### src/rtl/lc3_bus_pkg.sv
// Shared types and constants for the LC-3 shared-bus arbiter.
// Consumed by lc3_bus_rr_pick and lc3_bus_arbiter via import lc3_bus_pkg::*.
package lc3_bus_pkg;

  // Arbiter FSM: bus free, or owned by exactly one source.
  typedef enum logic {
    IDLE  = 1'b0,
    GRANT = 1'b1
  } arb_state_t;

  // Default configuration of the arbiter.
  localparam int DEF_N_SRC    = 4;
  localparam int DEF_WIDTH    = 16;
  localparam int DEF_MAX_HOLD = 4;
  localparam int DEF_CNT_W    = 8;

  // Widest grant vector onehot_to_idx can decode; N_SRC must not exceed it.
  localparam int MAX_SRC = 32;

  // Index of the set bit of a one-hot vector (0 for an all-zero vector).
  // OR-ing the indices avoids a priority chain; valid only for one-hot input.
  function automatic int onehot_to_idx(input logic [MAX_SRC-1:0] oh);
    int idx;
    idx = 0;
    for (int i = 0; i < MAX_SRC; i++) begin
      if (oh[i]) idx = idx | i;
    end
    return idx;
  endfunction

endpackage

### src/rtl/lc3_bus_rr_pick.sv
// Combinational round-robin priority encoder.
// Returns the first eligible (req & mask) source scanning ptr+1, ptr+2, ... mod N_SRC,
// so the source at ptr itself is considered last.
module lc3_bus_rr_pick
  import lc3_bus_pkg::*;
#(
  parameter int N_SRC = DEF_N_SRC,
  parameter int IDX_W = $clog2(N_SRC)
) (
  input  logic [N_SRC-1:0] req_i,
  input  logic [N_SRC-1:0] mask_i,
  input  logic [IDX_W-1:0] ptr_i,
  output logic [IDX_W-1:0] winner_o,
  output logic             found_o
);

  logic [N_SRC-1:0] eligible;

  assign eligible = req_i & mask_i;

  // Rotating scan starting just after the pointer; first hit wins.
  always_comb begin
    // NOTE: every output gets a default before the loop so no path leaves it unassigned (no latch).
    winner_o = '0;
    found_o  = 1'b0;
    for (int k = 1; k <= N_SRC; k++) begin
      if (!found_o && eligible[(int'(ptr_i) + k) % N_SRC]) begin
        found_o  = 1'b1;
        winner_o = IDX_W'((int'(ptr_i) + k) % N_SRC);
      end
    end
  end

endmodule

### src/rtl/lc3_bus_arbiter.sv
// LC-3 shared-bus arbiter: registered round-robin one-hot grant with a hold limit,
// plus the grant-driven bus output mux.
// Optional stall statistics counter enabled by defining LC3_BUS_STATS_EN.
module lc3_bus_arbiter
  import lc3_bus_pkg::*;
#(
  parameter int N_SRC    = DEF_N_SRC,
  parameter int WIDTH    = DEF_WIDTH,
  parameter int MAX_HOLD = DEF_MAX_HOLD
`ifdef LC3_BUS_STATS_EN
  , parameter int CNT_W  = DEF_CNT_W
`endif
) (
  input  logic                   Clk,
  input  logic                   Reset,
  input  logic [N_SRC-1:0]       req,
  input  logic [N_SRC*WIDTH-1:0] data_in,
  output logic [N_SRC-1:0]       grant,
  output logic [WIDTH-1:0]       bus_out,
  output logic                   bus_valid
`ifdef LC3_BUS_STATS_EN
  , input  logic                 stats_clr,
  output logic [CNT_W-1:0]       stall_cnt
`endif
);

  localparam int IDX_W  = $clog2(N_SRC);
  localparam int HOLD_W = $clog2(MAX_HOLD + 1);
  localparam logic [HOLD_W-1:0] HOLD_LAST = HOLD_W'(MAX_HOLD - 1);
  localparam logic [N_SRC-1:0]  ONE_HOT0  = N_SRC'(1);

  arb_state_t        state_q;
  logic [N_SRC-1:0]  grant_q;
  logic [HOLD_W-1:0] hold_q;
  logic [IDX_W-1:0]  ptr_q;

  logic [N_SRC-1:0]  pick_mask;
  logic [IDX_W-1:0]  pick_idx;
  logic              pick_found;
  logic [N_SRC-1:0]  win_onehot;
  logic              owner_req;
  logic [WIDTH-1:0]  bus_mux;

  // While a source owns the bus only the other sources compete for the next slot.
  assign pick_mask  = (state_q == GRANT) ? ~grant_q : {N_SRC{1'b1}};
  assign win_onehot = ONE_HOT0 << pick_idx;
  assign owner_req  = |(req & grant_q);

  lc3_bus_rr_pick #(
    .N_SRC (N_SRC),
    .IDX_W (IDX_W)
  ) u_pick (
    .req_i    (req),
    .mask_i   (pick_mask),
    .ptr_i    (ptr_q),
    .winner_o (pick_idx),
    .found_o  (pick_found)
  );

  // Arbitration FSM: grant, hold counter and round-robin pointer all update together.
  always_ff @(posedge Clk) begin
    // NOTE: sequential state uses non-blocking assignments so every register sees pre-edge values.
    if (Reset) begin
      state_q <= IDLE;
      grant_q <= '0;
      hold_q  <= '0;
      ptr_q   <= IDX_W'(N_SRC - 1);
    end else begin
      case (state_q)
        IDLE: begin
          if (pick_found) begin
            state_q <= GRANT;
            grant_q <= win_onehot;
            ptr_q   <= pick_idx;
            hold_q  <= '0;
          end
        end
        GRANT: begin
          if (owner_req) begin
            if (hold_q < HOLD_LAST) begin
              hold_q <= hold_q + HOLD_W'(1);
            end else begin
              // Hold limit reached: rotate if anyone else waits, otherwise restart the window.
              hold_q <= '0;
              if (pick_found) begin
                grant_q <= win_onehot;
                ptr_q   <= pick_idx;
              end
            end
          end else begin
            // Owner released: hand over directly, or go idle if nobody else wants the bus.
            hold_q <= '0;
            if (pick_found) begin
              grant_q <= win_onehot;
              ptr_q   <= pick_idx;
            end else begin
              grant_q <= '0;
              state_q <= IDLE;
            end
          end
        end
        default: begin
          state_q <= IDLE;
          grant_q <= '0;
          hold_q  <= '0;
        end
      endcase
    end
  end

  // AND-OR select from the registered grant: stable select lines, zero when idle.
  always_comb begin
    bus_mux = '0;
    for (int i = 0; i < N_SRC; i++) begin
      bus_mux = bus_mux | (data_in[i*WIDTH +: WIDTH] & {WIDTH{grant_q[i]}});
    end
  end

  assign grant     = grant_q;
  assign bus_out   = bus_mux;
  assign bus_valid = |grant_q;

`ifdef LC3_BUS_STATS_EN
  logic [CNT_W-1:0] stall_q;

  // Saturating count of cycles in which some requester is not being served.
  always_ff @(posedge Clk) begin
    if (Reset) begin
      stall_q <= '0;
    end else if (stats_clr) begin
      stall_q <= '0;
    end else if ((|(req & ~grant_q)) && (stall_q != {CNT_W{1'b1}})) begin
      stall_q <= stall_q + CNT_W'(1);
    end
  end

  assign stall_cnt = stall_q;
`endif

  // Grant is never shared between sources.
  a_grant_onehot0 : assert property (@(posedge Clk) $onehot0(grant_q));

  // The pointer always names the current owner while the bus is granted.
  a_ptr_is_owner : assert property (@(posedge Clk) disable iff (Reset)
    (state_q == GRANT) |-> (ptr_q == IDX_W'(onehot_to_idx(MAX_SRC'(grant_q)))));

endmodule
### config.mk
export PLATFORM = sky130hd
export DESIGN_NAME = lc3_bus_arbiter
export DESIGN_NICKNAME = d
export VERILOG_FILES = /design/src/rtl/lc3_bus_pkg.sv /design/src/rtl/lc3_bus_rr_pick.sv /design/src/rtl/lc3_bus_arbiter.sv
export SDC_FILE = /design/constraint.sdc
export NUM_CORES = 1
export LEC_CHECK = 0
export ABC_AREA = 1
export BUFFER_PORTS_ARGS = -buffer_cell sky130_fd_sc_hd__buf_4
export CORE_MARGIN = 2
export CORE_UTILIZATION = 43
export DETAILED_ROUTE_END_ITERATION = 6
export HOLD_SLACK_MARGIN = 0.05
export PLACE_DENSITY = 0.88
export SLEW_MARGIN = 5
export SYNTH_ARGS = -nofsm -noshare
export SYNTH_HDL_FRONTEND = slang
export SYNTH_HIERARCHICAL = 1
export SYNTH_SLANG_ARGS = --single-unit
### constraint.sdc
create_clock -name Clk -period 5.6 [get_ports Clk]
set_clock_uncertainty 0.15 [all_clocks]
set_input_delay 1.12 -clock Clk [delete_from_list [all_inputs] [get_ports Clk]]
set_output_delay 1.12 -clock Clk [all_outputs]
set_load 0.01 [all_outputs]
-- Word-level counts from Yosys, hierarchy flattened
Index checks and enable logic that the tools add are counted.
Widths: inputs -> output; s select.
- bits in registers: 10
- output and inout bits: 21
- logic and storage cells: 81
- add/sub/neg operators: 5
- $lt $le $gt $ge: 5
- equality and inequality tests: 2
- shifts and indexed selects: 1
- multiplexer cells: 37
- bitwise operators: 15
- reduce and logical (&&, ||, !) cells: 12
- operators by type and width (operator ; count):
    $and 16x16->16 ; 4
    $or 16x16->16 ; 3
    $mux 4 ; 5
    $lt 3x4->1 const B ; 4
    $mux 1 ; 14
    $mux 2 ; 7
    $mux 3 ; 3
    $and 4x4->4 ; 2
    $bmux 1 s2 ; 4
    $pmux 4 s2 ; 1
    $reduce_or 2->1 ; 4
    $reduce_or 4->1 ; 2
    $pmux 3 s2 ; 1
    $add 2x1->2 const B ; 2
    $add 2x2->2 const B ; 2
    $and 1x1->1 const A ; 4
    $not 4->4 ; 1
    $pmux 2 s2 ; 1
    $shl 1x2->4 const A ; 1
    $add 3x1->3 const B ; 1
    $logic_and 1x1->1 ; 3
    $logic_not 1->1 ; 3
    $lt 3x2->1 const B ; 1
    $ne 3x3->1 const B ; 1
    3 further kinds ; 3

-- Longest topological paths before layout
Gate-level depths: netlist (run 1).
- depth in word-level cells: 21
- mapped depth: 16
- depth with buffers taken out: 14

-- Modules after synthesis
The synthesis (run 1) kept the hierarchy.
- by module, submodules not included (module ; times used ; cells an instance ; area each (µm²) ; seq. area each (µm²)):
    lc3_bus_arbiter ; 1 ; 163 ; 890.9 ; 200.2
    lc3_bus_rr_pick ; 1 ; 55 ; 305.3 ; 0.0

-- Least setup slack after synthesis (run 1)
Ideal clock, no wire load.
- kind: input port to output port
- start point: input port data_in[32]
- end point: output port bus_out[0]
- data arrival time: 1.309 ns
- required time: 4.330 ns
- setup slack: 3.021 ns
- stages: 2
- buffers on the path: 0
- cell sequence: nand2_1 > nand4_1
- longest elaborated chain between the ends: 3
- RTL lines (what ; RTL line ; text):
    start: declaration ; lc3_bus_arbiter.sv:17 ; input logic [N_SRC*WIDTH-1:0] data_in,
    $and 16x16->16 ; lc3_bus_arbiter.sv:115 ; bus_mux = bus_mux | (data_in[i*WIDTH +: WIDTH] & {WIDTH{grant_q[i]}});
    $or 16x16->16 (2 in a row) ; lc3_bus_arbiter.sv:115 ;
    end: declaration ; lc3_bus_arbiter.sv:19 ; output logic [WIDTH-1:0] bus_out,
Every way passes these cells.

-- Worst setup path after layout (run 1)
- start point: input port data_in[31]
- end point: output port bus_out[15]
- longest elaborated chain between the ends: 4
- RTL lines (what ; RTL line):
    $and 16x16->16 ; lc3_bus_arbiter.sv:115
    $or 16x16->16 (3 in a row) ; lc3_bus_arbiter.sv:115
Every way passes these cells.

==> reports/summary.txt, run 1 <==
hold buffers post-CTS = 0
Tcrit/Tclk final = 0.512
IO Port Bufs = 90
Clk Tree Root Cell = clkbuf_4
kind of end point of the critical path = output port
Post-Syn Area = 0.00120 mm²
Final Cell Area = 0.00188 mm²
most frequent cell after synthesis = nand2_1
vias = 1651
worst reg2reg path depth = 12
CTS resizes = 0
Seq/Total Area, Yosys = 0.167
synthesis-to-finish area growth = 57.2%
Min-Delay Startpoint = hold_q[2]
Fill cells = 254
# DRC = 0
initial antenna violation count = 0
row count = 19
hold_ws = 346 ps
CP max FO = 1
delay-heaviest family, CP = buffers and inverters
flops & latches, synth = 10
total setup buffers inserted after CTS = 0
Starting Density = 0.441
area share of the leading cell type in the synthesized netlist = 0.351
number of diodes = 0
Clock Path Buffers = 2
Die X = 56.7 µm
Synth top cells by count = 112 x nand2_1, 21 x nand3_1, 19 x nand4_1
status = complete, no violations
DRT iter0 DRCs = 78
routability cong. = 0.926
H-tree depth = 1
area of the multi-input gates = 876 µm²
hold endpoint = hold_q[2]
Slew Limit Fails = 0
post-route ant nets = 0
FFs w/ async S/R, synth = 0
Sink Count = 10
Synth area leader = nand2_1
Core Area = 0.00271 mm²
I/O Pins = 91
clock latency reported for the late side of the worst-skew pair = 270 ps
register clock-pin slew on the reported worst setup and hold paths = 70 ps
CTS tree = yes
placed cell area = 0.00184 mm²
first-pass GRT wire length = 7130 µm
number of synthesized flops with an enable pin = 0
vias in the first global route = 1557
Detailed Routing Iterations Pass 1 = 4
vias per std cell = 4.99
Peak VDD IR = 0.421 mV
worst r2r src = grant[1]
die area = 0.00322 mm²
Post-Syn Nets = 289
max_slew headroom = 0.503
post-DP HPWL = 3250 µm
most frequent CP cell = buf_4
flop-to-flop setup slack = 2970 ps
max-cap violations = 0
cell chain of the critical path = buf_4 > nand2_1 > nand4_1 > buf_4
worst min-delay path class = flip-flop to flip-flop
setup-violating endpoint count in the final report = 0
Final Total Pwr = 835 µW
Mean Syn Cell Area = 5.49 µm²
slowest CP cell = buf_4
Worst Tran Pin Value = 745 ps
final wirelength = 4170 µm
DIE HEIGHT = 56.7 µm
TritonCTS Buffers = 3
largest stage delay on the critical path = 170 ps
Top FF cell, synth = dfxtp_1
Tmin final = 2870 ps
grt total ovfl = 0
CP Data Required Time = 4330 ps
largest net degree at the start of global routing = 22
unrepaired setup endpoints after global routing = no
Syn Inst Count = 218
WHS Path Cells = 2
Netlist cell types = 23
register area = 200 µm²
critical path class = input pin to output port
Yosys warning count = 6
share of cells above drive strength 1 = 0.380
Synth area leaders = nand2_1 35%, dfxtp_1 17%, nand4_1 9.9%
Crit path buffers/inverters = 2
Global Route Usage Sum = 0.272
Arr. time, crit path = 1600 ps
end of the worst register-to-register path = grant[0]
nets@finish = 372
Hold Vio Cnt, Final = 0
Power Density = 444 mW/mm²
Leak = 0.000988 µW
WL/cell = 12.6 µm
Critical Path Start Type = input pin
Peak Freq = 349 MHz
final setup TNS = 0 ps
==> power breakdown <==
| part | internal [µW] | switching (µW) |
|---|---|---|
| clock network | 39.5 | 25.4 |
| registers | 92.3 | 74.8 |
| logic | 272 | 331 |
| total | 404 | 431 |
==> registers in the layout (all words and copies together), names as in the netlist <==
name	flops
ptr_q	2
grant	4
state_q	1
hold_q	3
==> per-stage QoR <==
step / worst slack, ps / cells / util
CTS: 2740 / 331 / 0.694
floorplan: 3020 / 218 / -
detailed placement: 2730 / 327 / 0.681
global route: 2690 / 331 / 0.694
global placement: 2740 / 327 / 0.681
finish: 2730 / 331 / 0.694
==> worst max-delay path by stage <==
| stage | cells past startpoint | endpoint | slack [ps] | start |
|---|---|---|---|---|
| 2_1_floorplan | 2 | bus_out[0] | 3020 | data_in[32] |
| 3_3_place_gp | 4 | bus_out[15] | 2740 | data_in[31] |
| 3_5_place_dp | 12 | grant[1] | 2730 | req[3] |
| 4_1_cts | 4 | bus_out[15] | 2740 | data_in[31] |
| 5_1_grt | 2 | bus_valid | 2690 | grant[0] |
| 6_report | 4 | bus_out[15] | 2730 | data_in[31] |
==> routing by layer <==
| metal | wire length [µm] | share of wire | GRT usage | vias up |
|---|---|---|---|---|
| met5 | 0 | 0 | 0 | - |
| met2 | 2120 | 0.51 | 0.467 | 55 |
| li1 | - | - | - | 874 |
| met1 | 1760 | 0.42 | 0.342 | 716 |
| met4 | 53 | 0.013 | 0.0930 | 0 |
| met3 | 234 | 0.056 | 0.0438 | 6 |
==> worst min-delay path, cell delays in order, from the launching register on <==
cell and delay (ps):
dfxtp_1 330, nand2_1 70, a21oi_1 50
==> layout by cell type (no fill, tap or decap), drive strengths merged <==
master,n
inv,13
a21oi,9
o21ai,2
nand2,122
buf,90
nand4,19
dfxtp,10
or4,1
nor2,6
clkbuf,4
ha,1
nand3,23
==> kinds of logic after synthesis <==
group / share of synthesized area
AND/OR/NAND/NOR: 0.669
buffers and inverters: 0.100
AO/OA/AOI/OAI: 0.0523
flip-flops: 0.167
adder cells (fa/ha/maj): 0.0105
==> area by class of cell <==
class / count / area share
multi-input cells: 183 / 0.466
well taps: 31 / 0.0206
flip-flops and latches: 10 / 0.106
inverters: 13 / 0.0286
clock buffers: 4 / 0.0193
repair buffers: 90 / 0.359
Note: power is estimated with default switching activity, not from simulation.
==> inputs of run 2 (changes only) <==
--- a/config.mk
+++ b/config.mk
@@ -5,13 +5,13 @@
 export SDC_FILE = /design/constraint.sdc
 export NUM_CORES = 1
 export LEC_CHECK = 0
-export ABC_AREA = 1
+export ABC_AREA = 0
 export BUFFER_PORTS_ARGS = -buffer_cell sky130_fd_sc_hd__buf_4
 export CORE_MARGIN = 2
-export CORE_UTILIZATION = 43
+export CORE_UTILIZATION = 33
 export DETAILED_ROUTE_END_ITERATION = 6
 export HOLD_SLACK_MARGIN = 0.05
-export PLACE_DENSITY = 0.88
+export PLACE_DENSITY = 0.77
 export SLEW_MARGIN = 5
 export SYNTH_ARGS = -nofsm -noshare
 export SYNTH_HDL_FRONTEND = slang
==> constraint.sdc (replaced) <==
create_clock -name Clk -period 2.42 [get_ports Clk]
set_clock_uncertainty 0.15 [all_clocks]
set_input_delay 0.484 -clock Clk [delete_from_list [all_inputs] [get_ports Clk]]
set_output_delay 0.484 -clock Clk [all_outputs]
set_load 0.01 [all_outputs]
==> reports/summary.txt, run 2 <==
CTS tree = yes
flops & latches, synth = 10 (unchanged)
routability cong. = 0.912 (-1.5%)
Synth area leader = a22oi_1
WL/cell = 14.5 µm (+15%)
Peak Freq = 480 MHz
kind of end point of the critical path = output port
Slew Limit Fails = 0 (unchanged)
IO Port Bufs = 90 (unchanged)
Top FF cell, synth = dfxtp_1
Synth area leaders = a22oi_1 26%, dfxtp_1 20%, nand2_1 9.4%
vias per std cell = 5.37 (+7.7%)
final setup margin = 336 ps (-2400 ps)
Synth top cells by count = 34 x a22oi_1, 25 x nand2_1, 10 x dfxtp_1, 10 x nor2_1
Post-Syn Area = 1000 µm² (-16%)
first-pass GRT wire length = 5800 µm (-19%)
most frequent cells in the layout = 95 x buf_4, 34 x a22oi_1, 25 x nand2_1
Sink Count = 10 (unchanged)
most frequent cell after synthesis = a22oi_1
row count = 19 (unchanged)
Util after Layout = 0.612 (-0.0822)
area share of the leading cell type in the synthesized netlist = 0.255 (-0.0961)
grt total ovfl = 0 (unchanged)
Post-Syn Nets = 198 (-31%)
Clk Tree Root Cell = clkbuf_4
H-tree depth = 1 (unchanged)
Hold Vio Cnt, Final = 0 (unchanged)
total setup buffers inserted after CTS = 0 (unchanged)
# DRC = 0 (unchanged)
largest stage delay on the critical path = 610 ps (+440 ps)
CP max FO = 12 (+11)
synthesis-to-finish area growth = 73.1%
worst setup path startpoint = grant[2]
Arr. time, crit path = 1450 ps (-150 ps)
worst min-delay path class = input pin to flip-flop
largest net degree at the start of global routing = 21 (-4.5%)
hold buffers post-CTS = 0 (unchanged)
FFs w/ async S/R, synth = 0 (unchanged)
register area = 200 µm² (unchanged)
placed insts = 242 (-26%)
flop-to-flop setup slack = 360 ps (-2610 ps)
area of the multi-input gates = 731 µm² (-17%)
Power Density = 670 mW/mm² (+51%)
Layout Cells excl Fill = 246 (-26%)
number of synthesized flops with an enable pin = 0 (unchanged)
Starting Density = 0.353 (-0.0880)
Global Route Usage Sum = 0.210 (-0.0618)
commonest non-fill, non-tap cell in the layout = buf_4
clock latency reported for the late side of the worst-skew pair = 270 ps (about the same)
DRT iter0 DRCs = 126 (+62%)
die area = 0.00349 mm² (+8.3%)
max reg flops = 4 (unchanged)
Yosys warning count = 6 (unchanged)
Die X = 59.0 µm (+4.1%)
slowest CP cell = dfxtp_1
pre-CTS WS = 375 ps (-2350 ps)
Mean Syn Cell Area = 7.87 µm² (+43%)
Worst Tran Pin Value = 460 ps (-285 ps)
worst r2r src = state_q
Seq/Total Area, Yosys = 0.200 (+0.0329)
vias in the first global route = 1314 (-16%)
vias = 1322 (-20%)
Critical Path Start Type = flip-flop
Tmin final = 2080 ps
TritonCTS Buffers = 3 (unchanged)
nets@finish = 287 (-23%)
most frequent CP cell = buf_4
CP Data Required Time = 1790 ps (-2540 ps)
Clock Path Buffers = 2 (unchanged)
unrepaired setup endpoints after global routing = no
critical path class = flip-flop to output port
post-DP HPWL = 2900 µm (-11%)
Tcrit/Tclk final = 0.861
Detailed Routing Iterations Pass 1 = 4 (unchanged)
final setup TNS = 0 ps (unchanged)
register clock-pin slew on the reported worst setup and hold paths = 60 ps (about the same)
number of diodes = 0 (unchanged)
initial antenna violation count = 0 (unchanged)
Leak = 0.000875 µW (-11%)
max_slew headroom = 0.693 (+0.190)
max-cap violations = 0 (unchanged)
final wirelength = 3570 µm (-14%)
share of cells above drive strength 1 = 0.507 (+0.127)
DIE HEIGHT = 59.0 µm (+4.1%)
Min-Delay Startpoint = Reset
Core Area = 0.00283 mm² (+4.4%)
Netlist cell types = 35 (+52%)
Fill cells = 260 (+2.4%)
I/O Pins = 91 (unchanged)
setup-violating endpoint count in the final report = 0 (unchanged)
Peak VDD IR = 0.441 mV (+4.6%)
status = complete, no violations
cell chain of the critical path = buf_4 > a22oi_1 > nand2_1 > buf_4
Syn Inst Count = 127 (-42%)
post-route ant nets = 0 (unchanged)
CTS resizes = 0 (unchanged)
==> run 2: changes by cell type after synthesis, moves of 3 or more <==
cell,before,now
nand2_1,112,25
a22oi_1,0,34
nand3_1,21,1
nand4_1,19,0
a21oi_1,8,1
nand2_2,6,0
inv_1,8,3
nor2_1,5,10
buf_2,8,4
inv_2,4,0
mux2i_1,0,3
nand2_4,4,1
==> run 2: report_power, final <==
part	total, µW	switching, µW	internal [µW]
Combinational	772	366	407
Sequential	238	44.5	193
Clock	149	57.4	91.4
Total	1160	467	691
==> run 2: stage by stage <==
stage | total power [µW] | cell area [µm²] | hold slack [ps]
6_report | 1160 | 1730 | 342
2_1_floorplan | 659 | 1000 | 316
3_5_place_dp | 1020 | 1690 | 353
5_1_grt | 1240 | 1730 | 341
4_1_cts | 1170 | 1730 | 333
3_3_place_gp | 999 | 1690 | 340
==> run 2: routing by layer <==
layer  wire, µm  vias up  global-route usage
met5          0        -                   0
li1           -      662                   -
met4         38        0              0.0812
met2       1870       58               0.389
met3        311        5              0.0568
met1       1350      597               0.224
==> run 2: worst paths after layout <==
check,end,cells after the start
worst max-delay path,bus_out[11],4
worst max register to register,grant[2],6
worst min-delay path,grant[2],2
worst min register to register,hold_q[2],2
==> run 2: final cells by class <==
cell class,instances,share of cell area
Timing Repair Buffer,95,0.412
Clock buffer,4,0.0210
Tap cell,31,0.0224
Inverter,3,0.00651
Multi-Input combinational cell,103,0.422
Sequential cell,10,0.116
==> run 2: critical path, delay by kind of cell (launching register included) <==
| kind | cells | cell delay (ps) |
|---|---|---|
| flip-flops | 1 | 610 |
| buffers and inverters | 2 | 380 |
| AO/OA/AOI/OAI | 1 | 110 |
| AND/OR/NAND/NOR | 1 | 90 |
==> run 2: kinds of logic (layout without fill, tap and decap cells) <==
family | count (synthesis) | in the layout | synth area share
AOI/OAI and AO/OA | 50 | 50 | 0.442
adders and majority gates | 1 | 1 | 0.0125
buffers and inverters | 14 | 102 | 0.0688
DFF | 10 | 10 | 0.200
muxes | 3 | 3 | 0.0300
and+or+nand+nor | 49 | 49 | 0.247
